==> config.mk <==
export PLATFORM = sky130hd
export DESIGN_NAME = mem_arbiter
export DESIGN_NICKNAME = d
export VERILOG_FILES = /design/src/rtl/cpu_mem_pkg.sv /design/src/rtl/mem_timeout_ctr.sv /design/src/rtl/mem_arbiter.sv
export SDC_FILE = /design/constraint.sdc
export NUM_CORES = 1
export LEC_CHECK = 0
export ABC_AREA = 1
export BUFFER_PORTS_ARGS = -buffer_cell sky130_fd_sc_hd__buf_2
export CAP_MARGIN = 20
export CELL_PAD_IN_SITES_DETAIL_PLACEMENT = 0
export CELL_PAD_IN_SITES_GLOBAL_PLACEMENT = 1
export CORE_AREA = 3 3 117 164
export DETAILED_ROUTE_END_ITERATION = 7
export DIE_AREA = 0 0 120 167
export PLACE_DENSITY_LB_ADDON = 0.25
export SLEW_MARGIN = 10
export SYNTH_ARGS = -nofsm -noshare
export SYNTH_HDL_FRONTEND = slang
export SYNTH_SLANG_ARGS = --single-unit
==> constraint.sdc <==
create_clock -name clk_i -period 2.3 [get_ports clk_i]
set_clock_uncertainty 0.1 [all_clocks]
set_input_delay 0.115 -clock clk_i [delete_from_list [all_inputs] [get_ports clk_i]]
set_output_delay 0.115 -clock clk_i [all_outputs]
set_load 0.1 [all_outputs]
==> src/rtl/cpu_mem_pkg.sv <==
// Shared types and constants for the IF/MEM memory arbiter and the pipeline stall logic.
package cpu_mem_pkg;

  typedef enum logic [2:0] {
    ARB_IDLE   = 3'd0,
    ARB_BUSY_I = 3'd1,
    ARB_BUSY_D = 3'd2,
    ARB_DONE_I = 3'd3,
    ARB_DONE_D = 3'd4
  } arb_state_t;

  // Which requester owns the memory; also consumed by the pipeline stall logic.
  typedef enum logic [1:0] {
    GNT_NONE = 2'd0,
    GNT_IF   = 2'd1,
    GNT_D    = 2'd2
  } arb_grant_t;

  localparam int unsigned ARB_ERR_W = 64;
  // Read data returned on a timed-out access; truncated to the port width, so ports up to 64 bits.
  localparam logic [ARB_ERR_W-1:0] ARB_ERR_DATA = '1;

endpackage

==> src/rtl/mem_timeout_ctr.sv <==
// Watchdog for one memory transaction: pulses expired in the TIMEOUT-th enabled cycle.
module mem_timeout_ctr #(
  parameter int unsigned TIMEOUT = 64
) (
  input  logic clk,
  input  logic rst_n,
  input  logic clear,
  input  logic enable,
  output logic expired
);

  localparam int unsigned CNT_W = $clog2(TIMEOUT + 1);

  logic [CNT_W-1:0] cnt_q;

  always_ff @(posedge clk or negedge rst_n) begin
    if (!rst_n) begin
      cnt_q <= '0;
    end else if (clear) begin
      cnt_q <= '0;
    end else if (enable) begin
      cnt_q <= cnt_q + CNT_W'(1);
    end
  end

  // Count holds the number of prior waiting cycles, so this cycle is the TIMEOUT-th one.
  assign expired = enable & (cnt_q == CNT_W'(TIMEOUT - 1));

endmodule

==> src/rtl/mem_arbiter.sv <==
// Serialises IF fetches and MEM-stage loads/stores onto one single-port memory with a req/ack watchdog.
module mem_arbiter
  import cpu_mem_pkg::*;
#(
  parameter int unsigned ADDR_W  = 32,
  parameter int unsigned DATA_W  = 32,
  parameter int unsigned TIMEOUT = 64
) (
  input  logic              clk_i,
  input  logic              rst_i,
  input  logic              if_req_i,
  input  logic [ADDR_W-1:0] if_addr_i,
  output logic [DATA_W-1:0] if_rdata_o,
  output logic              if_stall_o,
  input  logic              d_re_i,
  input  logic              d_we_i,
  input  logic [ADDR_W-1:0] d_addr_i,
  input  logic [DATA_W-1:0] d_wdata_i,
  output logic [DATA_W-1:0] d_rdata_o,
  output logic              d_stall_o,
  output logic              mem_req_o,
  output logic              mem_we_o,
  output logic [ADDR_W-1:0] mem_addr_o,
  output logic [DATA_W-1:0] mem_wdata_o,
  input  logic              mem_ack_i,
  input  logic [DATA_W-1:0] mem_rdata_i,
  output logic              err_o
);

  localparam logic [DATA_W-1:0] ERR_DATA = DATA_W'(ARB_ERR_DATA);

  arb_state_t        state_q, state_d;
  arb_grant_t        grant_c;
  logic              d_any_c, busy_c, expired_c;
  logic              mem_req_d, mem_we_d, err_d;
  logic [ADDR_W-1:0] mem_addr_d;
  logic [DATA_W-1:0] mem_wdata_d, if_rdata_d, d_rdata_d;

  assign d_any_c = d_re_i | d_we_i;
  assign busy_c  = (state_q == ARB_BUSY_I) | (state_q == ARB_BUSY_D);

  mem_timeout_ctr #(.TIMEOUT(TIMEOUT)) u_wdog (
    .clk     (clk_i),
    .rst_n   (rst_i),
    .clear   (~busy_c),
    .enable  (busy_c & ~mem_ack_i),
    .expired (expired_c)
  );

  always_ff @(posedge clk_i or negedge rst_i) begin
    if (!rst_i) state_q <= ARB_IDLE;
    else        state_q <= state_d;
  end

  // Next state; data port wins because a MEM stall already freezes IF.
  always_comb begin
    state_d = state_q;
    grant_c = GNT_NONE;
    if (d_any_c)       grant_c = GNT_D;
    else if (if_req_i) grant_c = GNT_IF;
    case (state_q)
      ARB_IDLE: begin
        case (grant_c)
          GNT_D:   state_d = ARB_BUSY_D;
          GNT_IF:  state_d = ARB_BUSY_I;
          default: state_d = ARB_IDLE;
        endcase
      end
      ARB_BUSY_I: if (mem_ack_i | expired_c) state_d = ARB_DONE_I;
      ARB_BUSY_D: if (mem_ack_i | expired_c) state_d = ARB_DONE_D;
      default:    state_d = ARB_IDLE;
    endcase
  end

  // Next values of the registered outputs; an ack beats a same-cycle expiry.
  always_comb begin
    mem_req_d   = (state_d == ARB_BUSY_I) | (state_d == ARB_BUSY_D);
    mem_we_d    = mem_we_o;
    mem_addr_d  = mem_addr_o;
    mem_wdata_d = mem_wdata_o;
    if_rdata_d  = if_rdata_o;
    d_rdata_d   = d_rdata_o;
    err_d       = err_o | expired_c;
    if (state_q == ARB_IDLE) begin
      if (grant_c == GNT_D) begin
        mem_we_d    = d_we_i;
        mem_addr_d  = d_addr_i;
        mem_wdata_d = d_wdata_i;
      end else if (grant_c == GNT_IF) begin
        mem_we_d   = 1'b0;
        mem_addr_d = if_addr_i;
      end
    end
    if (state_q == ARB_BUSY_I) begin
      if (mem_ack_i)      if_rdata_d = mem_rdata_i;
      else if (expired_c) if_rdata_d = ERR_DATA;
    end
    if (state_q == ARB_BUSY_D) begin
      if (mem_ack_i)      d_rdata_d = mem_we_o ? d_rdata_o : mem_rdata_i;
      else if (expired_c) d_rdata_d = ERR_DATA;
    end
  end

  always_ff @(posedge clk_i or negedge rst_i) begin
    if (!rst_i) begin
      mem_req_o   <= 1'b0;
      mem_we_o    <= 1'b0;
      mem_addr_o  <= '0;
      mem_wdata_o <= '0;
      if_rdata_o  <= '0;
      d_rdata_o   <= '0;
      err_o       <= 1'b0;
    end else begin
      mem_req_o   <= mem_req_d;
      mem_we_o    <= mem_we_d;
      mem_addr_o  <= mem_addr_d;
      mem_wdata_o <= mem_wdata_d;
      if_rdata_o  <= if_rdata_d;
      d_rdata_o   <= d_rdata_d;
      err_o       <= err_d;
    end
  end

  // Stalls must drop combinationally in the DONE cycle so the pipeline advances there.
  assign if_stall_o = if_req_i & (state_q != ARB_DONE_I);
  assign d_stall_o  = d_any_c  & (state_q != ARB_DONE_D);

endmodule

### Word-level counts from Yosys, hierarchy flattened

Cells that the tools add are included.

* bits in registers: 141
* input port bits: 134
* output and inout port bits: 133
* word-level logic and storage cells: 54

* add/subtract/negate cells: 1
* equal/unequal tests: 11
* multiplexer cells: 16
* bitwise gates (word level): 10
* reductions and logical operators: 7

Operators with widths (count)
* 32-bit 2-to-1 mux: 6
* 7-bit 2-to-1 mux: 2
* 3-bit case mux with 3 select lines: 1
* 7-bit by 1-bit adder with 7-bit output (second input constant): 1
* 7-bit by 6-bit == test with 1-bit output (second input constant): 1
* 3-bit by 1-bit == test with 1-bit output (second input constant): 2
* 3-bit by 2-bit == test with 1-bit output (second input constant): 2
* 3-bit 2-to-1 mux: 2
* 2-bit AND reduction: 3
* 1-bit OR: 5
* 1-bit AND: 4
* 2-bit case mux with 2 select lines: 1
* 2-bit nonzero test: 2
* 3-bit zero test: 1
* 1-bit 2-to-1 mux: 3
* 3-bit by 2-bit inequality test with 1-bit output (second input constant): 1
* 3-bit inequality test (second input constant): 1
* 3-bit AND reduction: 1
* 2-bit by 1-bit == test with 1-bit output (second input constant): 1
* 2-bit == test (second input constant): 1
* 2-bit 2-to-1 mux: 1
* 2-bit by 1-bit inequality test with 1-bit output (second input constant): 1
* 2-bit inequality test (second input constant): 1
* 1-bit inverter: 1

### Logic depth before layout (Yosys ltp)

* depth after elaboration: 9
* depth in mapped cells: 9

### Cells and area by module

From an unflattened synthesis, not the netlist that was laid out.

* cells, all modules: 712
* area, all modules: 6175.9 um^2

Modules (own cells, without submodules)
* mem_arbiter: times used 1, cells an instance 664, area each 5795.6 um^2
* mem_timeout_ctr: times used 1, cells an instance 48, area each 380.4 um^2

### Worst setup path before layout

Ideal clock, no wire load.

* path type: register -> output
* start point: register state_q[0]
* end point: output port if_stall_o
* arrival: 2.111 ns
* data required time: 2.085 ns
* path slack: -0.026 ns
* stages on the path, launching flop included: 2
* path buffers: 0
* cell sequence: dfrtp_1 -> a31oi_1

* word-level cells in the longest chain between the ends: 2

RTL lines
* start: declaration: RTL line mem_arbiter.sv:32 `arb_state_t state_q, state_d;`
* start signal: assignment: RTL line mem_arbiter.sv:52 `else state_q <= state_d;`
* 3-bit by 2-bit inequality test with 1-bit output: RTL line mem_arbiter.sv:125 `assign if_stall_o = if_req_i & (state_q != ARB_DONE_I);`
* 1-bit AND: RTL line mem_arbiter.sv:125
* end: declaration: RTL line mem_arbiter.sv:14 `output logic if_stall_o,`

Every way passes these cells.

### Worst setup path after layout

* start point: register state_q[0]
* end point: register mem_addr_o[12]

* word-level cells in the longest chain between the ends: 2

RTL lines
* 3-bit zero test: RTL line mem_arbiter.sv:84 `if (state_q == ARB_IDLE) begin`
* 2-bit AND reduction (no line)
* end signal: assignment: RTL line mem_arbiter.sv:116 `mem_addr_o <= mem_addr_d;`
* end: declaration: RTL line mem_arbiter.sv:23 `output logic [ADDR_W-1:0] mem_addr_o,`

Every way passes these cells.
A chain may end at the register's enable or synchronous reset.

==> metrics <==
status finished, final reports clean; max-cap violations 0; Multi-input gate area about 0.0023 sq mm; diode count 0; minimum clock period around 2.2 ns; largest area contributor in the netlist dfrtp_1; CP max FO 24; Crit. End Element flop; vias post-DR roughly 6,200; port bufs roughly 270; Final #Nets ~1,200; Max H-tree Level 4; post-detail-place hpwl about 13,000 um; synthesized area about 0.006 sq mm; sequential element share of the synthesized area 0.586; share of layout cells above drive strength 1 0.329; Yosys Warn Count 0; endpoints failing hold 0; Slew Limit Fails 0; Initial DRC Count 299; fin area 0.00964 sq mm; unrepaired setup endpoints after global routing false; GP Congestion approximately 0.76; pin count of the biggest net entering global routing 66; clk buf depth 2; antenna violations before repair 0; Starting Density 0.336; FF+latch count, synth between 100 and 150; final worst-path cycle share 0.963; post-synth net total 830; WL/cell around 15 um; clk_lat worst skew about 0.4 ns; final-report setup violation count 0; Avg Cell Area, Syn slightly below 9 sq um; Vias per Instance between 4 and 5; Placed Area 0.00762 sq mm; filler cell count 1,693; flop2flop setup slack about 0.086 ns; CTS clk-pin slew, worst paths ~0.06 ns; total CTS buffers 17; count of cell types in the netlist 27; DRC viols 0; Area Growth Syn to Fin 60.1%; Seq. cell area between 0.003 and 0.004 sq mm; Rows 58; Worst-Margin Slew roughly 0.83 ns; CP arrival roughly 2.5 ns; worst setup margin approximately 0.086 ns; DRT antenna net count 0; pre-CTS setup slack approximately 0.12 ns; HP Class primary input to asynchronous set/reset pin; die area around 0.02 sq mm; FMAX ~450 MHz; GR Overflow Total 0; critical path class flop to flop; DRT Wirelength just over 20,000 um; boundary pin count 267; GRT Util Overall 0.196; Hold WS between 0.07 and 0.08 ns; Sink Count 141; number of global-route vias before repair between 6,000 and 7,000; Worst slew margin 0.448; first drt pass iteration count 4; Startpoint Class flop; setup TNS 0 ns; Clock Root Buffer clkbuf_16; first-pass GRT wire length ~32,000 um; Syn Inst Count 695; Die Ht 167 um; DIE WIDTH between 100 and 150 um; Synth top area share 0.586; core area about 0.018 sq mm; dominant cells by area after synthesis dfrtp_1, nand2_1, nor2_1; TritonCTS clock tree built; Critical Path RT approximately 2.6 ns
[timing repair]
action,in CTS,in global routing
setup buffers,0,1
gates resized for setup,0,2
setup endpoints to repair,0,49
endpoints found under the hold margin,273,0
hold buffers,131,0
[metrics by stage]
step                      instances  utilization
after global routing           1339        0.538
after global placement         1174        0.425
after CTS                      1335        0.533
after floorplan                 695            -
final                          1339        0.538
after detailed placement       1174        0.425
[placed cells by master, fill, tap and decap left out, drive strengths merged]
cell	synthesis	final
a21oi	7	7
a31oi	34	34
buf	19	280
bufinv	0	4
clkbuf	21	22
clkinv	0	4
dfrtp	141	141
dlygate4sd3	0	131
ha	1	1
inv	13	15
mux2	1	1
nand2	206	206
nand3	38	38
nor2	137	138
nor3	2	2
nor4	2	2
o211ai	1	1
o21ai	39	39
o21bai	1	1
or2	32	32
[registers in the layout, summed over array words and instances (netlist names)]
| name | count |
|---|---|
| mem_wdata_o | 32 |
| if_rdata_o | 32 |
| state_q | 3 |
| u_wdog.cnt_q | 7 |
| err_o | 1 |
| mem_req_o | 1 |
| d_rdata_o | 32 |
| mem_addr_o | 32 |
| mem_we_o | 1 |
[layout make-up]
class / count / share of cell area
clock buffer: 20 / 0.0484
clock inverter: 10 / 0.0167
sequential: 141 / 0.366
multi-input combinational: 502 / 0.235
timing repair buffer: 413 / 0.297
inverter: 13 / 0.00506
tap: 240 / 0.0312
[routing by layer]
metal,part of all wire,track usage,vias to the layer above
li1,-,-,3011
met1,0.40,0.229,2893
met2,0.51,0.340,240
met3,0.065,0.0493,36
met4,0.026,0.0808,0
met5,0,0,-
[critical path: stages, from the launching register on]
cell           delay, ns
dfrtp_2             0.47
nor2_4              0.19
nand2_1             0.15
a21oi_4             0.19
buf_12              0.14
clkbuf_16           0.18
nor2_1              0.06
a31oi_1             0.12
dlygate4sd3_1       0.56
[cell usage after synthesis]
master,number
nor3_1,1
o21bai_1,1
nand3_2,1
mux2_2,1
nor3_2,1
nor2_1,132
clkbuf_1,21
ha_1,1
a31oi_1,34
a21oi_2,2
nand3_1,37
nor2_4,2
buf_4,6
nor2_2,3
o211ai_1,1
or2_2,32
o21ai_0,38
nor4_1,2
a21oi_1,5
nand2_4,1
buf_6,3
inv_2,3
o21ai_2,1
inv_1,10
nand2_1,205
buf_2,10
dfrtp_1,141
[cell families after synthesis]
group           share of synthesized area
simple gates                        0.289
buf+inv                            0.0426
fa+ha+maj                         0.00208
mux                               0.00187
flops                               0.586
compound gates                     0.0780
[path summary, 6_finish.rpt]
kind / from / end / cells past startpoint
worst max-delay path: state_q[0] / mem_addr_o[12] / 8
worst min register to register: mem_wdata_o[4] / mem_wdata_o[4] / 2
max in group asynchronous: rst_i / mem_wdata_o[4] / 3
worst min-delay path: rst_i / d_rdata_o[12] / 2
worst max register to register: state_q[0] / mem_addr_o[12] / 8
min in group clk_i: d_we_i / state_q[0] / 4
Power is left out: the tool's default activity adds up to more than one toggle a clock period on the data nets, which glitch-free logic cannot reach.
